### config.mk
export PLATFORM = sky130hd
export DESIGN_NAME = oam_dma_controller
export DESIGN_NICKNAME = d
export VERILOG_FILES = /design/src/rtl/oam_dma_pkg.sv /design/src/rtl/oam_dma_reg.sv /design/src/rtl/oam_dma_controller.sv
export SDC_FILE = /design/constraint.sdc
export NUM_CORES = 1
export LEC_CHECK = 0
export CELL_PAD_IN_SITES_DETAIL_PLACEMENT = 1
export CELL_PAD_IN_SITES_GLOBAL_PLACEMENT = 2
export CORE_ASPECT_RATIO = 0.9
export CORE_UTILIZATION = 25
export DETAILED_ROUTE_END_ITERATION = 12
export PLACE_DENSITY_LB_ADDON = 0.25
export SYNTH_ARGS = -nofsm -noshare
export SYNTH_HDL_FRONTEND = slang
export SYNTH_SLANG_ARGS = --single-unit
### constraint.sdc
create_clock -name I_CLK -period 3.44 [get_ports I_CLK]
set_input_delay 0.516 -clock I_CLK [delete_from_list [all_inputs] [get_ports I_CLK]]
set_output_delay 0.516 -clock I_CLK [all_outputs]
set_load 0.005 [all_outputs]
### src/rtl/oam_dma_pkg.sv
// Shared types and constants for the OAM DMA controller: FSM state encoding,
// default register/OAM addresses and the echo-RAM page remap helper.
package oam_dma_pkg;

  typedef enum logic [1:0] {
    ST_IDLE  = 2'd0,
    ST_DELAY = 2'd1,
    ST_READ  = 2'd2,
    ST_WRITE = 2'd3
  } dma_state_e;

  localparam logic [15:0] DMA_REG_ADDR_DEF = 16'hFF46;
  localparam logic [15:0] OAM_LO           = 16'hFE00;
  localparam logic [7:0]  ECHO_PAGE_MIN    = 8'hE0;
  localparam logic [7:0]  ECHO_PAGE_OFS    = 8'h20;

  function automatic logic is_echo_page(input logic [7:0] page);
    return page >= ECHO_PAGE_MIN;
  endfunction

  // Pages E0..FF mirror C0..DF, so the source is taken from the work RAM copy.
  function automatic logic [7:0] echo_remap(input logic [7:0] page);
    return is_echo_page(page) ? (page - ECHO_PAGE_OFS) : page;
  endfunction

endpackage

### src/rtl/oam_dma_reg.sv
// DMA page register: address decode, write-strobe edge detect, page latch,
// echo-RAM source remap with a one-cycle wrap pulse, and combinational readback.
module oam_dma_reg
  import oam_dma_pkg::*;
#(
  parameter logic [15:0] DMA_REG_ADDR = DMA_REG_ADDR_DEF
) (
  input  logic        i_clk,
  input  logic        i_reset_l,
  input  logic [15:0] i_reg_addr,
  input  logic [7:0]  i_reg_data,
  input  logic        i_reg_we_l,
  input  logic        i_reg_re_l,
  input  logic        i_load,
  output logic        o_trigger,
  output logic [7:0]  o_reg_data,
  output logic        o_reg_data_en,
  output logic [7:0]  o_src_page,
  output logic        o_src_wrap
);

  logic       w_addr_hit;
  logic       w_we_hit;
  logic       r_we_hit_prev;
  logic [7:0] r_page;
  logic       r_src_wrap;

  assign w_addr_hit = (i_reg_addr == DMA_REG_ADDR);
  assign w_we_hit   = w_addr_hit & ~i_reg_we_l;
  // A strobe held across several cycles only triggers on its first cycle.
  assign o_trigger  = w_we_hit & ~r_we_hit_prev;

  always_ff @(posedge i_clk or negedge i_reset_l) begin
    if (!i_reset_l) begin
      r_we_hit_prev <= 1'b0;
      r_page        <= 8'h00;
      r_src_wrap    <= 1'b0;
    end else begin
      r_we_hit_prev <= w_we_hit;
      r_src_wrap    <= i_load & is_echo_page(i_reg_data);
      if (i_load) begin
        r_page <= i_reg_data;
      end
    end
  end

  assign o_reg_data_en = w_addr_hit & ~i_reg_re_l;
  assign o_reg_data    = o_reg_data_en ? r_page : 8'h00;
  assign o_src_page    = echo_remap(r_page);
  assign o_src_wrap    = r_src_wrap;

endmodule

### src/rtl/oam_dma_controller.sv
// GBC OAM DMA sequencer: copies XFER_LEN bytes from {page,00} to OAM through the
// router DMA ports. Define OAM_DMA_RESTART_EN to let a trigger restart an active transfer.
module oam_dma_controller
  import oam_dma_pkg::*;
#(
  parameter logic [15:0] DMA_REG_ADDR = DMA_REG_ADDR_DEF,
  parameter logic [15:0] OAM_BASE     = OAM_LO,
  parameter int          XFER_LEN     = 160,
  parameter int          START_DELAY  = 1
) (
  input  logic        I_CLK,
  input  logic        I_RESET_L,
  input  logic [15:0] I_REG_ADDR,
  input  logic [7:0]  I_REG_DATA,
  input  logic        I_REG_WE_L,
  input  logic        I_REG_RE_L,
  output logic [7:0]  O_REG_DATA,
  output logic        O_REG_DATA_EN,
  output logic [15:0] O_RDMA_ADDR,
  output logic        O_RDMA_RE_L,
  input  logic [7:0]  I_RDMA_DATA,
  output logic [15:0] O_WDMA_ADDR,
  output logic [7:0]  O_WDMA_DATA,
  output logic        O_WDMA_WE_L,
  output logic        O_DMA_ACTIVE,
  output logic        O_SRC_WRAP
);

`ifdef OAM_DMA_RESTART_EN
  localparam logic RESTART_EN = 1'b1;
`else
  localparam logic RESTART_EN = 1'b0;
`endif

  localparam logic [7:0] LAST_IDX   = 8'(XFER_LEN - 1);
  localparam logic [2:0] DELAY_INIT = 3'(START_DELAY - 1);

  dma_state_e  r_state;
  logic [7:0]  r_idx;
  logic [2:0]  r_dly_cnt;
  logic [15:0] r_rdma_addr;
  logic        r_rdma_re_l;
  logic [15:0] r_wdma_addr;
  logic        r_wdma_we_l;
  logic        r_active;

  logic        w_trigger;
  logic        w_load;
  logic [7:0]  w_src_page;
  logic [7:0]  w_start_page;
  logic [7:0]  w_idx_inc;

  oam_dma_reg #(
    .DMA_REG_ADDR (DMA_REG_ADDR)
  ) u_reg (
    .i_clk         (I_CLK),
    .i_reset_l     (I_RESET_L),
    .i_reg_addr    (I_REG_ADDR),
    .i_reg_data    (I_REG_DATA),
    .i_reg_we_l    (I_REG_WE_L),
    .i_reg_re_l    (I_REG_RE_L),
    .i_load        (w_load),
    .o_trigger     (w_trigger),
    .o_reg_data    (O_REG_DATA),
    .o_reg_data_en (O_REG_DATA_EN),
    .o_src_page    (w_src_page),
    .o_src_wrap    (O_SRC_WRAP)
  );

  // A trigger during a transfer (including its final WRITE) only counts when restart is enabled.
  assign w_load       = w_trigger & ((r_state == ST_IDLE) | RESTART_EN);
  // With no start delay the first READ issues before the page register has been updated.
  assign w_start_page = w_load ? echo_remap(I_REG_DATA) : w_src_page;
  assign w_idx_inc    = r_idx + 8'd1;

  always_ff @(posedge I_CLK or negedge I_RESET_L) begin
    if (!I_RESET_L) begin
      r_state     <= ST_IDLE;
      r_idx       <= 8'h00;
      r_dly_cnt   <= 3'd0;
      r_rdma_addr <= 16'h0000;
      r_rdma_re_l <= 1'b1;
      r_wdma_addr <= 16'h0000;
      r_wdma_we_l <= 1'b1;
      r_active    <= 1'b0;
    end else begin
      r_rdma_re_l <= 1'b1;
      r_wdma_we_l <= 1'b1;
      if (w_load) begin
        r_idx    <= 8'h00;
        r_active <= 1'b1;
        if (START_DELAY == 0) begin
          r_state     <= ST_READ;
          r_rdma_re_l <= 1'b0;
          r_rdma_addr <= {w_start_page, 8'h00};
        end else begin
          r_state   <= ST_DELAY;
          r_dly_cnt <= DELAY_INIT;
        end
      end else begin
        case (r_state)
          ST_IDLE: begin
            r_active <= 1'b0;
          end
          ST_DELAY: begin
            if (r_dly_cnt == 3'd0) begin
              r_state     <= ST_READ;
              r_rdma_re_l <= 1'b0;
              r_rdma_addr <= {w_src_page, r_idx};
            end else begin
              r_dly_cnt <= r_dly_cnt - 3'd1;
            end
          end
          ST_READ: begin
            r_state     <= ST_WRITE;
            r_wdma_we_l <= 1'b0;
            r_wdma_addr <= OAM_BASE + {8'h00, r_idx};
          end
          ST_WRITE: begin
            r_idx <= w_idx_inc;
            if (r_idx == LAST_IDX) begin
              r_state  <= ST_IDLE;
              r_active <= 1'b0;
            end else begin
              r_state     <= ST_READ;
              r_rdma_re_l <= 1'b0;
              r_rdma_addr <= {w_src_page, w_idx_inc};
            end
          end
          default: begin
            r_state  <= ST_IDLE;
            r_active <= 1'b0;
          end
        endcase
      end
    end
  end

  assign O_RDMA_ADDR  = r_rdma_addr;
  assign O_RDMA_RE_L  = r_rdma_re_l;
  assign O_WDMA_ADDR  = r_wdma_addr;
  assign O_WDMA_WE_L  = r_wdma_we_l;
  // Read data arrives the cycle after the READ strobe, which is exactly the WRITE cycle.
  assign O_WDMA_DATA  = r_wdma_we_l ? 8'h00 : I_RDMA_DATA;
  assign O_DMA_ACTIVE = r_active;

endmodule
==> results of run 1 <==
worst reg2reg max path: stages (launching register included):
cell,delay (ns)
dfrtp_1,0.37
inv_1,0.10
ha_1,0.16
inv_1,0.04
o21ai_1,0.46
o21ai_0,0.22
or3_1,0.54
buf_4,0.22
mux2_1,0.30
per-stage QoR:
step	worst slack (ns)	std cells	total power [W]
floorplan	0.8215	198	0.0006183
global placement	0.2556	398	0.0006799
detailed placement	0.2482	398	0.0006807
CTS	0.2384	406	0.001183
global route	0.09139	406	0.001212
finish	0.2756	406	0.001155
report_power, final:
part	internal [W]	switching (W)	total, W	leakage (nW)
clock	0.000291	0.000197	0.000488	0.0654
combinational	0.0000460	0.0000220	0.0000681	0.817
sequential	0.000599	0.000000000113	0.000599	0.598
per-layer routing:
layer	wire length (um)	global-route usage, %	share of wire (%)	vias to the layer above
met5	0	0	0	-
met4	77	4.225	1.4	0
met3	291	3.520	5.1	5
met2	2576	19.32	45	43
met1	2718	16.57	48	853
li1	-	-	-	824
cell usage after synthesis:
library cell	instances
dfrtp_1	49
mux2_2	21
nor2b_1	15
inv_1	13
nor2_1	12
buf_4	8
ha_1	8
mux2_1	8
xnor2_1	7
o21ai_0	6
and2_1	5
nand2_1	5
nor3_1	5
clkbuf_1	4
a21oi_1	3
nand3_1	3
nand4b_1	3
a31oi_1	2
dfstp_2	2
nand4_1	2
nand4bb_1	2
or3_1	2
xor2_1	2
a21boi_0	1
a221o_1	1
a311oi_1	1
buf_2	1
buf_8	1
conb_1	1
mux2i_1	1
nor4b_4	1
o21ai_1	1
or2_2	1
or4_1	1
registers in the layout, summed over array words and instances (netlist names), 2 cells and up:
name and flops:
u_reg.r_page 8, r_state 2, r_idx 8, O_WDMA_ADDR 9
r_dly_cnt 3, O_RDMA_ADDR 16
cell families (layout without fill, tap and decap cells):
kind of cell / Yosys count / count (layout) / synth area share [%]
compound gates: 15 / 15 / 3.746
xor+xnor: 9 / 9 / 3.325
fa+ha+maj: 8 / 8 / 4.222
buf+inv: 27 / 113 / 6.068
flops: 51 / 51 / 53.93
mux: 30 / 30 / 14.20
other cells: 1 / 1 / 0.1582
simple gates: 57 / 57 / 14.35
placed cells by master (no fill, tap or decap), drive strengths merged:
master         netlist  routed
xor2                 2       2
a31oi                2       2
mux2                29      29
a221o                1       1
ha                   8       8
dfrtp               49      49
a21boi               1       1
nor3                 5       5
nand4bb              2       2
nor2                12      12
conb                 1       1
clkbuf               4       6
inv                 13      13
o21ai                7       7
or3                  2       2
nand4b               3       3
or4                  1       1
nor4b                1       1
buf                 10       6
bufinv               0       2
xnor2                7       7
or2                  1       1
and2                 5       5
nand3                3       3
mux2i                1       1
clkdlybuf4s50        0      86
nand4                2       2
a21oi                3       3
a311oi               1       1
nor2b               15      15
nand2                5       5
dfstp                2       2
cell type report:
type | instances | area share, %
clock buffers | 6 | 2.087
clock inverters | 2 | 1.727
inverters | 13 | 1.403
multi-input cells | 120 | 27.28
flip-flops and latches | 51 | 36.78
well taps | 122 | 4.390
repair buffers | 92 | 26.34
how the worst min path moves through the flow:
| stage | to | slack (ns) | cells past startpoint |
|---|---|---|---|
| 2_1_floorplan | O_DMA_ACTIVE | 0.22 | 0 |
| 3_3_place_gp | O_RDMA_ADDR[0] | 0.48 | 1 |
| 3_5_place_dp | O_RDMA_ADDR[2] | 0.48 | 1 |
| 4_1_cts | O_RDMA_ADDR[5] | 0.23 | 1 |
| 5_1_grt | O_RDMA_ADDR[5] | 0.24 | 1 |
| 6_report | O_RDMA_ADDR[5] | 0.21 | 1 |
==> flow_metrics.py, run 1 <==
metrics = {
    "cells_and_area": {
        "drive_gt1_share_pct": 13.38,
        "final_nets": 327,
        "finish.instance_area_um2": 3477,
        "final_core_util_pct": 37.93,
        "seq_area_um2": 1279,
        "n_fill_cell": 1027,
        "areaGrowthSynthToFinish_pct": 46.65,
        "diodes": 0,
        "multi_input_area_um2": 948.4,
    },
    "timing": {
        "worst_pin_slew_ns": 0.6035,
        "fin_crit_sh_pct": 91.99,
        "clock.fmax_mhz": 316.0,
        "relSlewSlack_pct": 59.77,
        "drv_slew": 0,
        "rsz0062_at_grt": "no",
        "clock-skew-final_ns": 0.01219,
        "hold-worst-slack_ns": 0.2073,
        "setup_tns_ns": 0,
        "hold_viol_final": 0,
        "period_needed_ns": 3.164,
        "setup_viol": 0,
    },
    "power": {
        "ir_drop_mv": 0.1639,
        "power_density_nw_per_um2": 332.1,
        "p_leak_nw": 1.480,
    },
    "synthesis": {
        "yosysWarningCount": 0,
        "synthesis.area_um2": 2371,
        "synth_nets": 242,
        "yosys.area.top_type_share_pct": 51.72,
        "synth_area_per_cell_um2": 11.97,
        "yosys_register_bits": 51,
        "yosysSeqAreaShare_pct": 53.93,
        "ys_types": 34,
        "synthTopCellsByArea": "dfrtp_1 52%, mux2_2 10%, ha_1 4.2%, nor2b_1 4.0%, mux2_1 3.8%",
        "syn_inst": 198,
        "synth.largest_area_cell": "dfrtp_1",
    },
    "setup_path": {
        "cp.required_ns": 2.92,
        "crit_end": "O_REG_DATA[0]",
        "r2r_end": "O_RDMA_ADDR[6]",
        "arrival_ns": 2.65,
        "endpoint_kind": "primary output",
        "critical_path.max_stage_delay_ns": 0.57,
        "critical_path_buf_inv_count": 2,
        "crit_fanout": 6,
        "r2r_cells": 8,
        "slowest_stage": "or4_1",
        "crit_family": "simple AND/OR/NAND/NOR gates",
        "cp-start-kind": "input pin",
        "crit_type": "input pin to primary output",
        "crit_cells": 6,
        "path_cells": "clkdlybuf4s50_1, nand4b_1, or4_1, nor2_1, and2_1, clkdlybuf4s50_1",
        "rr_startpoint": "r_dly_cnt[0]",
        "cp_common_cell": "clkdlybuf4s50_1",
        "rrSetupSlack_ns": 0.91,
        "cp-startpoint": "I_REG_ADDR[7]",
    },
    "clocking": {
        "post_cts_buffers": 0,
        "clk_latency_ns": 0.31,
        "post_cts_resize_count": 0,
        "h-tree-depth": 2,
        "cts_max_path_buffers": 2,
        "cts_buffers": 5,
        "cts.sinks": 51,
        "root_buffer": "clkbuf_8",
        "cts_hold_buf": 0,
        "path_clk_slew_ns": 0.10,
        "cts_tree": "built",
    },
    "route": {
        "routed_wl_um": 5664,
        "via_count": 1725,
        "wire_per_inst_um": 13.95,
        "drc": 0,
        "detail-route-antenna-nets": 0,
        "drt_iter0_drc": 43,
        "via_per_inst": 4.249,
        "first_pass_iters": 4,
    },
    "die": {
        "dieArea_um2": 9878,
        "die_h_um": 94.39,
        "initial_core_util_pct": 25.87,
        "num_io_pins": 89,
        "core_area_um2": 9166,
        "row_count": 33,
        "die_w_um": 104.7,
    },
    "global_routing": {
        "track_usage_pct": 12.39,
        "overflow": 0,
        "grt_max_degree": 27,
        "grt_pass1_vias": 1876,
        "antenna_found_initial": 0,
        "grt_pass1_wl_um": 9535,
    },
    "job": {
        "cap_violations": 0,
    },
    "placement": {
        "place.gp.congestion": 0.7171,
        "port_buffers": 87,
        "dp_hpwl_um": 4225,
        "place_area_um2": 3344,
    },
    "run_status": {
        "status": "finished clean",
    },
    "min_path": {
        "min_path_type": "input pin to asynchronous set/reset pin",
    },
}
No activity file was read; power rests on OpenSTA's default activity.
==> inputs of run 2 (changes only) <==
- CAP_MARGIN: default -> 10
==> results of run 2 <==
No change in the layout: final DEF, timing and power equal those of run 1.
==> inputs of run 3 (changes only) <==
--- a/config.mk
+++ b/config.mk
@@ -11,3 +11,4 @@
 export CORE_ASPECT_RATIO = 0.9
-export CORE_UTILIZATION = 25
+export CORE_MARGIN = 3
+export CORE_UTILIZATION = 29
 export DETAILED_ROUTE_END_ITERATION = 12
==> constraint.sdc (replaced) <==
create_clock -name I_CLK -period 3.44 [get_ports I_CLK]
set_input_delay 1.032 -clock I_CLK [delete_from_list [all_inputs] [get_ports I_CLK]]
set_output_delay 1.032 -clock I_CLK [all_outputs]
set_load 0.005 [all_outputs]
==> flow_metrics.py, run 3 (same netlist as run 1, synthesis figures left out) <==
metrics = {
    "route": {
        "drc": 0,
        "routed_wl_um": 5993,
        "drt_iter0_drc": 38,
        "first_pass_iters": 2,
        "via_per_inst": 4.567,
        "detail-route-antenna-nets": 0,
        "wire_per_inst_um": 15.65,
        "via_count": 1749,
    },
    "timing": {
        "worst_pin_slew_ns": 0.5543,
        "drv_slew": 0,
        "hold_viol_final": 0,
        "clock.fmax_mhz": 298.2,
        "fin_crit_sh_pct": 97.49,
        "setup_viol": 0,
        "timing.final.ws_setup_ns": 0.08647,
        "rsz0062_at_grt": "no",
        "period_needed_ns": 3.354,
        "hold-worst-slack_ns": 0.4966,
        "relSlewSlack_pct": 62.80,
        "clock-skew-final_ns": 0.01143,
    },
    "clocking": {
        "clk_latency_ns": 0.31,
        "cts_max_path_buffers": 2,
        "path_clk_slew_ns": 0.10,
        "root_buffer": "clkbuf_8",
        "cts_tree": "built",
        "cts.sinks": 51,
        "cts_buffers": 5,
        "post_cts_buffers": 0,
        "h-tree-depth": 2,
    },
    "setup_path": {
        "rr_startpoint": "r_dly_cnt[0]",
        "r2r_cells": 8,
        "cp-start-kind": "input pin",
        "crit_type": "input pin to primary output",
        "rrSetupSlack_ns": 1.00,
        "cp.required_ns": 2.41,
        "crit_fanout": 6,
        "arrival_ns": 2.32,
        "r2r_end": "O_RDMA_ADDR[3]",
        "endpoint_kind": "primary output",
    },
    "cells_and_area": {
        "largest_reg_flops": 16,
        "diodes": 0,
        "n_fill_cell": 852,
        "drive_gt1_share_pct": 20.91,
        "layout_commonest_cell": "clkdlybuf4s50_1",
        "layout_common_cells": "61 x clkdlybuf4s50_1, 49 x dfrtp_1, 21 x mux2_2",
        "final_nets": 330,
        "areaGrowthSynthToFinish_pct": 44.70,
    },
    "placement": {
        "place.gp.congestion": 0.7111,
        "port_buffers": 87,
        "preCtsSetupSlack_ns": -0.6440,
        "dp_hpwl_um": 4612,
    },
    "power": {
        "ir_drop_mv": 0.1960,
        "power_density_nw_per_um2": 320.9,
        "power_w": 0.001101,
        "p_leak_nw": 1.538,
    },
    "global_routing": {
        "grt_pass1_wl_um": 10030,
        "grt_pass1_vias": 1932,
        "overflow": 0,
        "track_usage_pct": 13.65,
        "grt_max_degree": 40,
        "antenna_found_initial": 0,
    },
    "min_path": {
        "min_path_type": "flip-flop to flip-flop",
        "hold_start": "O_RDMA_ADDR[5]",
        "holdPathEnd": "O_RDMA_ADDR[5]",
        "whs_path_depth": 1,
    },
    "die": {
        "die_h_um": 91.78,
        "initial_core_util_pct": 30.66,
        "core_area_um2": 7732,
        "num_io_pins": 89,
        "die_w_um": 101.3,
        "dieArea_um2": 9298,
        "row_count": 30,
    },
    "run_status": {
        "status": "finished clean",
    },
    "job": {
        "cap_violations": 0,
    },
}
==> run 3: cell count changes in the layout (fill, tap and decap cells not counted), sizes merged <==
cell | before | now
clkdlybuf4s15 | 0 | 4
clkbuf | 6 | 10
buf | 6 | 17
clkdlybuf4s50 | 86 | 61
bufinv | 2 | 1
dlygate4sd2 | 0 | 9
clkinv | 0 | 1
==> run 3: through the flow <==
stage                     std cells  util [%]  setup TNS (ns)  instance area (um^2)
after global placement          375     43.12          -6.033                  3334
final                           383     44.37               0                  3431
after CTS                       383     44.34               0                  3428
after floorplan                 198         -               0                  2371
after global routing            383     44.37               0                  3431
after detailed placement        375     43.12          -5.728                  3334
==> run 3: worst max path at each step <==
stage	start	to	slack (ns)	cells past startpoint
2_1_floorplan	I_REG_ADDR[7]	O_REG_DATA[0]	0.20	5
6_report	I_REG_ADDR[13]	O_REG_DATA[0]	0.09	7
3_5_place_dp	I_REG_ADDR[7]	O_REG_DATA[0]	-0.64	7
4_1_cts	I_REG_ADDR[4]	O_REG_DATA[0]	0.02	7
3_3_place_gp	I_REG_ADDR[10]	O_REG_DATA[0]	-0.63	7
5_1_grt	I_REG_ADDR[2]	O_REG_DATA[4]	0.01	7
==> run 3: cell type report <==
cell class	instances	area (um^2)	share of cell area, %
Sequential cell	51	1279	37.27
Timing Repair Buffer	95	893.4	26.04
Tap cell	96	120.1	3.501
Clock inverter	2	35.03	1.021
Inverter	13	48.80	1.422
Multi-Input combinational cell	120	972.2	28.34
Clock buffer	6	82.58	2.407
==> run 3: per-layer routing <==
layer	wire length, um	global-route usage, %	up-vias
met3	453	4.715	7
met2	2902	22.49	51
li1	-	-	830
met4	59	2.658	0
met1	2576	17.36	861
met5	0	0	-
==> run 3: worst max-delay path, stage by stage <==
cell and delay [ns]:
dlygate4sd2_1 0.19, nand4b_1 0.10, or4_4 0.55, nor2_4 0.11
buf_6 0.12, and2_1 0.11, buf_2 0.11
==> run 3: timing repair <==
action / 4_1_cts / 5_1_grt
gates resized for setup: 61 / 12
hold endpoints to repair: 0 / 0
endpoints found under the setup margin: 9 / 8
pin swaps: 10 / 3
hold buffers: 0 / 0
gates cloned: 0 / 0
==> run 3: power breakdown <==
group | total, W | internal (W) | switching, W
Combinational | 0.0000626 | 0.0000400 | 0.0000226
Sequential | 0.000599 | 0.000599 | 0.000000000137
Clock | 0.000439 | 0.000236 | 0.000203
Total | 0.00110 | 0.000875 | 0.000226
==> RTL edit 1: new RTL, flow settings as in run 1 <==
Reset style: synchronous (`I_RESET_L` and `i_reset_l`), changed in 2 clocked blocks.
--- a/src/rtl/oam_dma_reg.sv
+++ b/src/rtl/oam_dma_reg.sv
@@ -30,7 +30,7 @@
   // A strobe held across several cycles only triggers on its first cycle.
   assign o_trigger  = w_we_hit & ~r_we_hit_prev;
 
-  always_ff @(posedge i_clk or negedge i_reset_l) begin
+  always_ff @(posedge i_clk) begin
     if (!i_reset_l) begin
       r_we_hit_prev <= 1'b0;
       r_page        <= 8'h00;
--- a/src/rtl/oam_dma_controller.sv
+++ b/src/rtl/oam_dma_controller.sv
@@ -73,7 +73,7 @@
   assign w_start_page = w_load ? echo_remap(I_REG_DATA) : w_src_page;
   assign w_idx_inc    = r_idx + 8'd1;
 
-  always_ff @(posedge I_CLK or negedge I_RESET_L) begin
+  always_ff @(posedge I_CLK) begin
     if (!I_RESET_L) begin
       r_state     <= ST_IDLE;
       r_idx       <= 8'h00;
Check against the original RTL: differs if I_RESET_L is asserted again (counterexample within 4 cycles, from zero or initial values and one cycle with I_RESET_L low); with I_RESET_L held inactive, the same outputs for 10 cycles.
==> RTL edit 1 against run 1 <==
- fmax down 2.5%
- sequential cell count unchanged
- setup slack worse by 0.082 ns
- highest routed layer unchanged
- clock skew down 0.0027 ns
- count of clock-buffer cells in the layout up 1
- critical path depth unchanged
- register-to-register slack better by 0.46 ns
- synthesized area up 2.3%
- non-clock buffer count down 1
- critical endpoint is now O_REG_DATA[2]
- wire length up 14%
- final area down 0.54%
Power is not compared: it rests on default switching activity, and its combinational part moved more than twofold at a synthesized area within 25%.
==> RTL edit 1: results (changes against run 1) <==
yosys.area_share.adder_pct: 4.128  # -0.094 points
synth_top_family_by_area: "simple AND/OR/NAND/NOR gates"
r2r_setup_slack_ns: 1.37  # +0.46 ns
max_slew_margin_pct: 36.66  # -23 points
worstPathMaxFanout: 7  # +1
dpl.hpwl_um: 4836  # +14%
hold_ws_ns: 0.4655  # +0.2581 ns
crit_path_max_incr_delay_ns: 0.53  # -0.04 ns
place_area_sq_um: 3354  # +0.30%
r2r_cells: 5  # -3
synthCells: 264  # +33%
dp_slack_ns: 0.1804  # -0.06774 ns
routed_via_density: 4.491  # +5.7%
synthFlopType: "dfxtp_1"
slowest_stage: "clkdlybuf4s50_1"
crit_start: "I_REG_ADDR[12]"
instances_no_fill: 462  # +14%
grt_pass1_wl_um: 10340  # +8.5%
drtIter0Drc: 30  # -30%
grt_use_total_pct: 13.03  # +0.64 points
skew_ns: 0.009524  # -0.002670 ns
setup.worst_path.end: "O_REG_DATA[2]"
reg2reg_from: "r_state[1]"
nNetsFinal: 383  # +17%
grt_pass1_vias: 2037  # +8.6%
ys_seq_area_share_pct: 42.11  # -12 points
clock.fmax_mhz: 308.1  # -2.5%
synthArstFlopShare_pct: 0  # -100 points
hold_path.class: "reg2reg"
r2r-end: "O_RDMA_ADDR[10]"
drt-pass1-iter-count: 3  # -1
dp.cells: 454  # +14%
synth_xor_area_share_pct: 1.806  # -1.5 points
status: "finished, final reports clean"
syn_nets: 308  # +27%
synth_area_leaders: "dfxtp_1 (42%), mux2i_1 (10%), nor2b_1 (5.4%)"
layout-drive-gt1-share_pct: 5.882  # -7.5 points
synth_commonest_cells: "dfxtp_1 (51), nand2_1 (31), mux2i_1 (25)"
synth_compound_area_share_pct: 10.63  # +6.9 points
ys_types: 42  # +24%
[RTL edit 1: cell count changes after synthesis, sizes merged, moves of 10 or more]
cell	delta
nand3	+15
mux2	-28
dfxtp	+51
mux2i	+24
nand2	+26
a21boi	+10
dfrtp	-49
[RTL edit 1: layout make-up]
class / instances / area (sq um)
timing repair buffer: 91 / 913.4
multi-input combinational: 183 / 1241
clock inverter: 1 / 7.507
tap: 122 / 152.6
clock buffer: 7 / 96.34
fill: 1102 / 5791
sequential: 51 / 1021
inverter: 7 / 26.28
[RTL edit 1: layer usage]
| metal | share of wire [%] | track usage, % | up-vias | wire (um) |
|---|---|---|---|---|
| met1 | 50 | 17.36 | 973 | 3212 |
| met5 | 0 | 0 | - | 0 |
| li1 | - | - | 1044 | - |
| met3 | 5.0 | 2.802 | 5 | 322 |
| met4 | 0.77 | 3.472 | 0 | 50 |
| met2 | 45 | 21.41 | 53 | 2877 |
==> RTL edit 2: new RTL, flow settings as in run 1 <==
Made on the original files. The parameter `START_DELAY` goes from 1 to 0.
--- a/src/rtl/oam_dma_controller.sv
+++ b/src/rtl/oam_dma_controller.sv
@@ -6,7 +6,7 @@
   parameter logic [15:0] DMA_REG_ADDR = DMA_REG_ADDR_DEF,
   parameter logic [15:0] OAM_BASE     = OAM_LO,
   parameter int          XFER_LEN     = 160,
-  parameter int          START_DELAY  = 1
+  parameter int          START_DELAY  = 0
 ) (
   input  logic        I_CLK,
   input  logic        I_RESET_L,
Check against the original RTL: not equivalent (Yosys sat finds a counterexample within 4 cycles, from zero or initial values and one cycle with I_RESET_L low).
==> RTL edit 2 against run 1 <==
- die area grew 7.2%
- setup slack better by 0.27 ns
- final area up 4.5%
- synthesized area increased by 7.3%
- highest routed layer unchanged
- count of clock-buffer cells in the layout rose by 1
- global-route usage grew 0.22 points
- worst hold slack improved by 0.11 ns
- sequential cell count is the same
- sequential share of layout area fell by 1.6 points
- wire length rose by 9.8%
Power is not compared: it rests on default switching activity, and its combinational part moved more than twofold at a synthesized area within 25%.
==> RTL edit 2: results (changes against run 1) <==
inv_count: 11  # -2
clock_latency_ns: 0.29  # -0.02 ns
syn_nets: 265  # +9.5%
nFillCells: 1074  # +4.6%
area_growth_pct: 42.72
row_count: 34  # +3.0%
r2r_cells: 5  # -3
synth_area_leaders: "dfrtp_1 (48%), mux2_2 (10%), ha_1 (4.4%)"
r2r-end: "O_RDMA_ADDR[10]"
skew_ns: 0.007406  # -0.004788 ns
hold_ws_ns: 0.3161  # +0.1088 ns
max_slew_margin_pct: 47.03  # -13 points
grt_use_total_pct: 12.61  # +0.22 points
ys_seq_area_share_pct: 50.25  # -3.7 points
dp_slack_ns: 0.5220  # +0.2738 ns
grt_max_degree: 36  # +33%
drt_wl_total_um: 6219  # +9.8%
dp.cells: 421  # +5.8%
routed_via_density: 4.394  # +3.4%
gp_congestion: 0.7291  # +1.7%
drtIter0Drc: 31  # -28%
buffers: 90  # -2.2%
setup.worst_path.end: "O_REG_DATA[2]"
buf_share_pct: 24.46  # -1.9 points
status: "finished, final reports clean"
grt_pass1_vias: 1997  # +6.4%
r2r_setup_slack_ns: 1.11  # +0.20 ns
reg2reg_from: "r_state[0]"
fin_crit_sh_pct: 84.10  # -7.9 points
grt_pass1_wl_um: 10400  # +9.1%
instances_no_fill: 429  # +5.7%
cts-root-buf: "clkbuf_16"
place_area_sq_um: 3470  # +3.7%
arrival_ns: 2.38  # -0.27 ns
slowest_stage: "clkdlybuf4s50_1"
ys_types: 40  # +18%
clock_buffers: 7  # +1
synth_commonest_cells: "dfrtp_1 (49), mux2_2 (23), nor2_1 (21)"
clk_share_pct: 4.478  # +0.66 points
## RTL edit 2: changes by cell type after synthesis, moves of 7 or more
cell	change
mux2_1	-8
mux2i_1	+9
nor2b_1	-7
nor2_1	+9
a211oi_1	+7
## RTL edit 2: kinds of logic (layout without fill, tap and decap cells)
family,count (synthesis),in the layout,synth area share [%]
AND/OR/NAND/NOR,69,69,15.00
flip-flops,51,51,50.25
multiplexers,33,33,14.11
buffers and inverters,26,109,6.391
AO/OA/AOI/OAI,23,23,6.932
adder cells (fa/ha/maj),9,9,4.425
XOR/XNOR,8,8,2.753
other,1,1,0.1474
## RTL edit 2: critical path: cells and delay by family
kind	cells	cell delay (ns)
buffers and inverters	2	0.96
and+or+nand+nor	4	0.90
## RTL edit 2: per-layer routing
metal	GRT usage (%)	up-vias	wire length, um
li1	-	919	-
met2	18.96	58	2681
met4	4.054	0	75
met1	17.22	901	3011
met3	3.890	7	451
met5	0	-	0
